**config.mk**
```make
export PLATFORM = sky130hd
export DESIGN_NAME = rf_write_sched
export DESIGN_NICKNAME = d
export VERILOG_FILES = /design/src/rtl/rf_write_sched.sv
export SDC_FILE = /design/constraint.sdc
export NUM_CORES = 1
export LEC_CHECK = 0
export ABC_AREA = 1
export CORE_ASPECT_RATIO = 1.1
export CORE_UTILIZATION = 40
export CTS_BUF_LIST = sky130_fd_sc_hd__clkbuf_4
export DETAILED_ROUTE_END_ITERATION = 10
export PLACE_DENSITY = 0.75
export SYNTH_ARGS = -nofsm -noshare
export SYNTH_HDL_FRONTEND = slang
export SYNTH_SLANG_ARGS = --single-unit
```
**constraint.sdc**
```tcl
create_clock -name clk -period 3.25 [get_ports clk]
set_clock_uncertainty 0.1 [all_clocks]
set_input_delay 0.975 -clock clk [delete_from_list [all_inputs] [get_ports clk]]
set_output_delay 0.975 -clock clk [all_outputs]
set_load 0.02 [all_outputs]
```
**src/rtl/rf_write_sched.sv**
```systemverilog
// rf_write_sched: arbitrates the register file's single write port between
// core writeback, a buffered multiply/divide result stream and a debug port.
// After reset it zero-fills registers 1..31 before letting the core run.
module rf_write_sched #(
    parameter int unsigned STARVE_LIMIT = 8
) (
    input  logic        clk,
    input  logic        rst_n,
    input  logic        core_we,
    input  logic [4:0]  core_wa,
    input  logic [31:0] core_wd,
    output logic        core_stall,
    input  logic        mdu_valid,
    output logic        mdu_ready,
    input  logic [4:0]  mdu_wa,
    input  logic [31:0] mdu_wd,
    input  logic        dbg_valid,
    output logic        dbg_ready,
    input  logic [4:0]  dbg_wa,
    input  logic [31:0] dbg_wd,
    output logic        busy,
    output logic        rf_we,
    output logic [4:0]  rf_wa,
    output logic [31:0] rf_wd
);

    localparam logic [7:0] LIMIT = 8'(STARVE_LIMIT);

    typedef enum logic {
        ST_CLEAR = 1'b0,
        ST_RUN   = 1'b1
    } state_t;

    state_t      state_q, state_d;
    logic [4:0]  clr_idx_q, clr_idx_d;
    logic [7:0]  starve_q, starve_d;
    logic [1:0]  count_q, count_d;
    logic        rd_ptr_q, wr_ptr_q;
    logic [4:0]  fifo_wa_q [2];
    logic [31:0] fifo_wd_q [2];

    logic        fifo_empty, fifo_full, starved;
    logic        push, pop, grant;
    logic [4:0]  head_wa;
    logic [31:0] head_wd;

    assign fifo_empty = (count_q == 2'd0);
    assign fifo_full  = (count_q == 2'd2);
    assign head_wa    = fifo_wa_q[rd_ptr_q];
    assign head_wd    = fifo_wd_q[rd_ptr_q];
    // Starvation is judged purely from registered state so core_stall has no
    // combinational path from any input.
    assign starved    = (state_q == ST_RUN) && !fifo_empty && (starve_q >= LIMIT);
    assign push       = mdu_valid && mdu_ready;

    // Next-state, grant selection and all port outputs.
    always_comb begin
        state_d    = state_q;
        clr_idx_d  = clr_idx_q;
        busy       = 1'b0;
        core_stall = 1'b0;
        mdu_ready  = 1'b0;
        dbg_ready  = 1'b0;
        rf_we      = 1'b0;
        rf_wa      = 5'd0;
        rf_wd      = 32'd0;
        pop        = 1'b0;
        grant      = 1'b0;
        case (state_q)
            ST_CLEAR: begin
                busy       = 1'b1;
                core_stall = 1'b1;
                rf_we      = 1'b1;
                rf_wa      = clr_idx_q;
                clr_idx_d  = clr_idx_q + 5'd1;
                if (clr_idx_q == 5'd31) begin
                    state_d = ST_RUN;
                end
            end
            ST_RUN: begin
                mdu_ready = !fifo_full;
                if (starved) begin
                    core_stall = 1'b1;
                    pop        = 1'b1;
                    grant      = 1'b1;
                    rf_wa      = head_wa;
                    rf_wd      = head_wd;
                end else if (core_we) begin
                    grant = 1'b1;
                    rf_wa = core_wa;
                    rf_wd = core_wd;
                end else if (!fifo_empty) begin
                    pop   = 1'b1;
                    grant = 1'b1;
                    rf_wa = head_wa;
                    rf_wd = head_wd;
                end else if (dbg_valid) begin
                    dbg_ready = 1'b1;
                    grant     = 1'b1;
                    rf_wa     = dbg_wa;
                    rf_wd     = dbg_wd;
                end
                // Register 0 is hardwired zero: the grant is consumed but no write.
                rf_we = grant && (rf_wa != 5'd0);
            end
            default: begin
                state_d = ST_CLEAR;
            end
        endcase
    end

    // FIFO occupancy and starve counter next values.
    always_comb begin
        count_d  = count_q;
        starve_d = starve_q;
        case ({push, pop})
            2'b10:   count_d = count_q + 2'd1;
            2'b01:   count_d = count_q - 2'd1;
            default: count_d = count_q;
        endcase
        if (pop) begin
            starve_d = 8'd0;
        end else if (!fifo_empty && (starve_q < LIMIT)) begin
            starve_d = starve_q + 8'd1;
        end
    end

    // Control state register with synchronous active-low reset.
    always_ff @(posedge clk) begin
        if (!rst_n) begin
            state_q   <= ST_CLEAR;
            clr_idx_q <= 5'd1;
            starve_q  <= 8'd0;
            count_q   <= 2'd0;
            rd_ptr_q  <= 1'b0;
            wr_ptr_q  <= 1'b0;
        end else begin
            state_q   <= state_d;
            clr_idx_q <= clr_idx_d;
            starve_q  <= starve_d;
            count_q   <= count_d;
            if (pop)  rd_ptr_q <= ~rd_ptr_q;
            if (push) wr_ptr_q <= ~wr_ptr_q;
        end
    end

    // FIFO storage; contents need no reset because occupancy gates every read.
    generate
        for (genvar gi = 0; gi < 2; gi++) begin : g_fifo
            always_ff @(posedge clk) begin
                if (push && (wr_ptr_q == 1'(gi))) begin
                    fifo_wa_q[gi] <= mdu_wa;
                    fifo_wd_q[gi] <= mdu_wd;
                end
            end
        end
    endgenerate

endmodule

```
==> flow_metrics.py, run 1 <==
metrics = {
    "pwr": {
        "ir_worst_vdd_mv": 0.177,
        "power_density_mw_per_mm2": 322,
        "power_mw": 2.11,
        "leakagePower_nw": 2.57,
    },
    "critical_path": {
        "cp-start-kind": "input port",
        "path_cells": "clkdlybuf4s50_1 > nand4_1 > nand2_1 > nand2_2 > nand2_2 > nor2_1 > nand4_1 > buf_4",
        "critPathArrivalTime_ps": 2140,
        "critPathMaxFanout": 2,
        "crit_type": "input port to primary output",
        "cp-end-kind": "primary output",
        "required_ps": 2170,
        "slowest_delay_ps": 410,
        "critPathSlowestCell": "clkdlybuf4s50_1",
    },
    "yosys": {
        "synth-seq-cells": 93,
        "syn_inst": 474,
        "async_reset_ff_share_pct": 0,
        "synthAdderAreaFrac_pct": 1.35,
        "yosysWarnings": 0,
        "yosysSeqAreaShare_pct": 56.3,
        "synthTopCellsByArea": "edfxtp_1 48%, nand2_1 10%, dfxtp_1 8.2%",
        "synth_xor_xnor_area_share_pct": 0.190,
        "synth_edf_count": 74,
        "synth.avg_cell_area_um2": 9.75,
        "synth.top_cell.area_share_pct": 48.1,
        "synth_top_flop_cell": "edfxtp_1",
        "synth-simple-area-share_pct": 16.7,
        "muxShareOfSynthArea_pct": 2.93,
        "syn_nets": 595,
        "synth_cell_types": 34,
        "netlist_area_mm2": 0.00462,
        "synth-compound-area-share_pct": 14.9,
        "synth_area_leader_cell": "edfxtp_1",
        "synth_top_family_by_area": "simple AND/OR/NAND/NOR gates",
    },
    "sta": {
        "relSlewSlack_pct": 74.4,
        "rsz0062_at_grt": "yes",
        "setup-violations-final": 0,
        "min_period_ps": 3210,
        "finalHoldViolCount": 0,
        "period_share_pct": 98.8,
        "maxSlewViolCount": 0,
        "tightest_slew_ps": 384,
        "fmax_ghz": 0.311,
        "hold_ws_ps": 335,
        "tns_ps": 0,
        "final.setup.worst_slack_ps": 39.1,
    },
    "global_routing": {
        "grt_max_degree": 72,
        "antenna_found_initial": 0,
        "grt_pass1_wl_um": 19100,
        "grt_pass1_vias": 3980,
        "groute.usage.overall_pct": 20.8,
        "grt.overflow.total": 0,
    },
    "clocking": {
        "cts_root_buf": "clkbuf_4",
        "cts_tree": "done",
        "htreeDepth": 3,
        "ctsHoldBuffers": 0,
        "clock_sinks": 93,
        "insertion_delay_ps": 450,
        "cts_buffers": 9,
        "cts_max_path_buffers": 2,
        "cts.clk_slew.worst_paths_ps": 140,
    },
    "floorplanning": {
        "start_util_pct": 41.8,
        "design.die.area_mm2": 0.0120,
        "rows": 40,
        "coreArea_mm2": 0.0111,
        "die_w_um": 104,
        "ioPinCount": 158,
        "die_h_um": 115,
    },
    "final_layout": {
        "area_growth_pct": 42.1,
        "fill_cells": 948,
        "drive_gt1_share_pct": 16.0,
        "num-nets-final": 760,
        "n_antenna_cell": 0,
    },
    "outcome": {
        "status": "finished, final reports clean",
    },
    "placement": {
        "place_ws_ps": -689,
        "portBuffers": 157,
        "gp_congestion": 0.808,
        "dpl.hpwl_um": 8500,
    },
    "route": {
        "avgViaCountPerCell": 5.08,
        "drt-pass1-iter-count": 5,
        "ant_nets": 0,
        "avgRoutedWirePerCell_um": 15.6,
        "drt_iter0_drc": 166,
        "drc": 0,
        "vias": 4020,
        "totalWireLength_um": 12400,
    },
    "flow_run": {
        "drv_cap": 0,
    },
    "worst_hold_path": {
        "hold_path_class": "register to register",
    },
}
==> logic make-up after synthesis <==
logic type	Yosys count
and+or+nand+nor	183
DFF	93
AOI/OAI and AO/OA	103
buffers and inverters	76
muxes	13
adders and majority gates	5
xor gates and xnor gates	1
==> area by class of cell <==
cell class	count	area [um2]	area share, %
clock inverters	6	38.8	0.591
clock buffers	10	75.1	1.14
flip-flops and latches	93	2610	39.7
repair buffers	184	1780	27.1
multi-input cells	305	1700	25.9
inverters	46	176	2.69
well taps	147	184	2.80
==> placed cells by master (no fill, tap or decap), drive strengths merged <==
cell           netlist  layout
nand2              132     132
clkdlybuf4s50        0     115
edfxtp              74      74
buf                 21      52
inv                 45      46
a21oi               33      33
nand3               23      23
o21ai               23      23
a22o                22      22
o2111ai             22      22
nor2                20      20
dfxtp               19      19
clkbuf               9      18
mux2i                9       9
ha                   5       5
clkdlybuf4s15        0       5
clkinv               1       5
mux2                 4       4
nand4                4       4
nor3                 4       4
dlygate4sd2          0       4
o211ai               1       1
a31oi                1       1
a41oi                1       1
xor2                 1       1
clkinvlp             0       1
==> registers in the layout (all words and copies together) (netlist names), named ones only <==
| register | count |
|---|---|
| count_q | 2 |
| rd_ptr_q | 1 |
| fifo_wd_q | 64 |
| starve_q | 8 |
| state_q | 1 |
| clr_idx_q | 5 |
| fifo_wa_q | 10 |
| wr_ptr_q | 1 |
==> metal layers <==
metal  global-route usage [%]  vias to the layer above  share of wire, %
li1                         -                     1995                 -
met1                     23.6                     1850                39
met2                     38.1                      153                52
met3                     3.81                       22               7.4
met4                     9.71                        0               2.2
met5                        0                        -                 0
==> cell usage after synthesis, types with 2 or more instances <==
cell	number
a22o_1	22
nor2_1	17
clkbuf_1	8
o21ai_0	21
o2111ai_1	22
buf_2	7
nand4_1	4
a21oi_1	33
mux2i_1	9
nor3_1	4
dfxtp_1	19
nand2_1	129
inv_1	42
ha_1	5
mux2_2	4
o21ai_1	2
buf_6	3
nand3_1	23
buf_4	8
inv_2	2
edfxtp_1	74
nand2_2	2
buf_1	3
==> worst paths after layout <==
| check | cells past startpoint | to | startpoint | slack [ps] |
|---|---|---|---|---|
| min | 2 | starve_q[5] | starve_q[5] | 340 |
| max | 8 | rf_we | dbg_wa[1] | 40 |
| max reg2reg | 12 | count_q[1] | count_q[0] | 1140 |
| min reg2reg | 2 | starve_q[5] | starve_q[5] | 340 |
==> stage by stage <==
stage                     cell area (um2)  std cells  util (%)
after floorplan                      4620        474         -
after global placement               6430        768      58.2
after detailed placement             6430        768      58.2
after CTS                            6560        790      59.3
after global routing                 6570        791      59.4
final                                6570        791      59.4
==> critical path, delay by kind of cell <==
family                 cells  cell delay [ps]
and+or+nand+nor            6              560
buffers and inverters      2              610
==> power by group <==
| group | internal (mW) | leakage (nW) | total [mW] | switching [mW] |
|---|---|---|---|---|
| combinational | 0.179 | 1.68 | 0.277 | 0.0980 |
| clock | 0.165 | 0.0642 | 0.548 | 0.383 |
| sequential | 1.28 | 0.820 | 1.29 | 0.00373 |
==> what timing repair did <==
item,CTS,global route
gates resized for setup,137,29
pin swaps,2,4
setup endpoints to repair,40,37
gates cloned,2,1
setup buffers,4,0
(Power assumes the default switching activity.)
==> run 2, diff against run 1 <==
Clock period 3.25 ns to 2.7 ns, I/O delays scaled along.
==> run 2 against run 1 <==
  * The run now ends with setup timing left
  * Register-to-register slack worse by 800 ps
  * Total power up 26%
  * Worst hold slack better by 17 ps
  * Highest routed layer unchanged
==> flow_metrics.py, run 2 (synthesis gave the netlist of run 1 again) <==
metrics = {
    "route": {
        "m1WireLength_um": 5430,
        "vias": 4246,
        "drt_iter0_drc": 245,
        "drc": 0,
        "avgRoutedWirePerCell_um": 16.8,
        "top_layer_used": "met4",
        "avgViaCountPerCell": 5.24,
        "met3_length_um": 725,
        "wl_met2_um": 7120,
        "totalWireLength_um": 13600,
        "drt-pass1-iter-count": 4,
        "ant_nets": 0,
    },
    "sta": {
        "period_share_pct": 107,
        "maxSlewViolCount": 0,
        "finalHoldViolCount": 0,
        "fmax_ghz": 0.346,
        "relSlewSlack_pct": 77.6,
        "final.setup.worst_slack_ps": -186,
        "rsz0062_at_grt": "yes",
        "tightest_slew_ps": 326,
        "min_period_ps": 2890,
        "hold_ws_ps": 353,
        "setup-violations-final": 37,
    },
    "placement": {
        "place_ws_ps": -892,
        "gp_congestion": 0.810,
        "portBuffers": 157,
        "placed_area_mm2": 0.00651,
        "dpl.hpwl_um": 8790,
        "dpl.cell_count": 778,
    },
    "clocking": {
        "htreeDepth": 3,
        "cts_tree": "done",
        "cts.clk_slew.worst_paths_ps": 140,
        "cts_max_path_buffers": 2,
        "insertion_delay_ps": 430,
        "clock_sinks": 93,
        "cts_buffers": 9,
        "cts_root_buf": "clkbuf_4",
    },
    "global_routing": {
        "grt_pass1_vias": 4221,
        "grt.overflow.total": 0,
        "antenna_found_initial": 0,
        "groute.usage.overall_pct": 22.1,
        "grt_pass1_wl_um": 20400,
        "grt_max_degree": 42,
    },
    "final_layout": {
        "final_area_mm2": 0.00706,
        "reg_top3": "fifo_wd_q (64), fifo_wa_q (10), starve_q (8)",
        "area_growth_pct": 52.9,
        "num-nets-final": 779,
        "drive_gt1_share_pct": 24.9,
        "n_antenna_cell": 0,
        "mostFrequentLayoutCell": "clkdlybuf4s50_1",
        "post-route-util_pct": 63.8,
        "mostFrequentLayoutCells": "112 x clkdlybuf4s50_1, 110 x nand2_1, 74 x edfxtp_1, 41 x inv_1, 36 x buf_4",
        "largest_register_ffs": 64,
        "regMostFlops": "fifo_wd_q",
        "instances_no_fill": 810,
        "fill_cells": 874,
    },
    "critical_path": {
        "critPathArrivalTime_ps": 1980,
        "required_ps": 1790,
        "critPathMaxFanout": 6,
        "crit_type": "register to primary output",
        "cp-start-kind": "register",
        "cp-end-kind": "primary output",
    },
    "pwr": {
        "leakagePower_nw": 2.78,
        "ir_worst_vdd_mv": 0.244,
        "power_density_mw_per_mm2": 376,
    },
    "floorplanning": {
        "coreArea_mm2": 0.0111,
        "start_util_pct": 41.8,
        "rows": 40,
        "die_h_um": 115,
        "die_w_um": 104,
        "ioPinCount": 158,
        "design.die.area_mm2": 0.0120,
    },
    "worst_hold_path": {
        "hold_path_class": "register to register",
    },
    "outcome": {
        "status": "complete, but fails checks",
        "violations": "setup timing",
    },
    "flow_run": {
        "drv_cap": 0,
    },
}
[run 2: cell count changes in the layout (fill, tap and decap cells not counted), sizes merged, moves of 2 or more]
cell	delta
clkbuf	-9
clkdlybuf4s15	-5
clkdlybuf4s50	-3
inv	+2
buf	+32
[run 2: area by class of cell]
type,instances,area (um2),area share [%]
clock buffers,9,67.6,0.957
clock inverters,7,72.6,1.03
inverters,46,189,2.68
multi-input cells,306,1870,26.5
flip-flops and latches,93,2610,37.0
well taps,147,184,2.60
repair buffers,200,2050,29.0
repair inverters,2,17.5,0.248
[run 2: worst paths after layout]
check | slack [ps] | endpoint | cells after the start | from
worst max-delay path | -190 | rf_we | 10 | count_q[1]
worst min-delay path | 350 | starve_q[6] | 2 | starve_q[6]
worst max register to register | 340 | count_q[1] | 13 | count_q[1]
worst min register to register | 350 | starve_q[6] | 2 | starve_q[6]
[run 2: what timing repair did]
item	in CTS	in global routing
setup endpoints to repair	41	40
setup buffers	13	0
pin swaps	13	17
gates resized for setup	251	61
hold buffers	0	0
gates cloned	4	2
[run 2: stage by stage]
| stage | setup TNS (ps) | total power, mW |
|---|---|---|
| after floorplan | -39680 | 1.68 |
| after global placement | -31310 | 1.89 |
| after detailed placement | -32540 | 1.90 |
| after CTS | -6540 | 2.66 |
| after global routing | -8380 | 2.76 |
| final | -4570 | 2.66 |
[run 2: critical path: stages (launching register included)]
cell	delay (ps)
dfxtp_2	360
nor2_4	170
buf_12	130
nor2_4	30
nand2_4	140
nand2_4	90
nand2_1	100
nand2_1	50
nor2_1	110
nand4_1	170
buf_6	190
[run 2: power by group]
part           internal, mW  leakage (nW)  total [mW]  switching (mW)
Clock                 0.286        0.0743       0.762           0.476
Combinational         0.215          1.89       0.343           0.128
Sequential             1.55         0.821        1.55         0.00463
[run 2: routing by layer]
layer / track usage, % / up-vias
li1: - / 2033
met3: 3.87 / 21
met4: 8.10 / 0
met5: 0 / -
met2: 41.0 / 156
met1: 25.5 / 2036
==> run 3, diff against run 2 <==
Settings changed: GPL_ROUTABILITY_DRIVEN from default to 0.
==> results of run 3 <==
The final DEF is identical to that of run 2; final timing and power are the same.
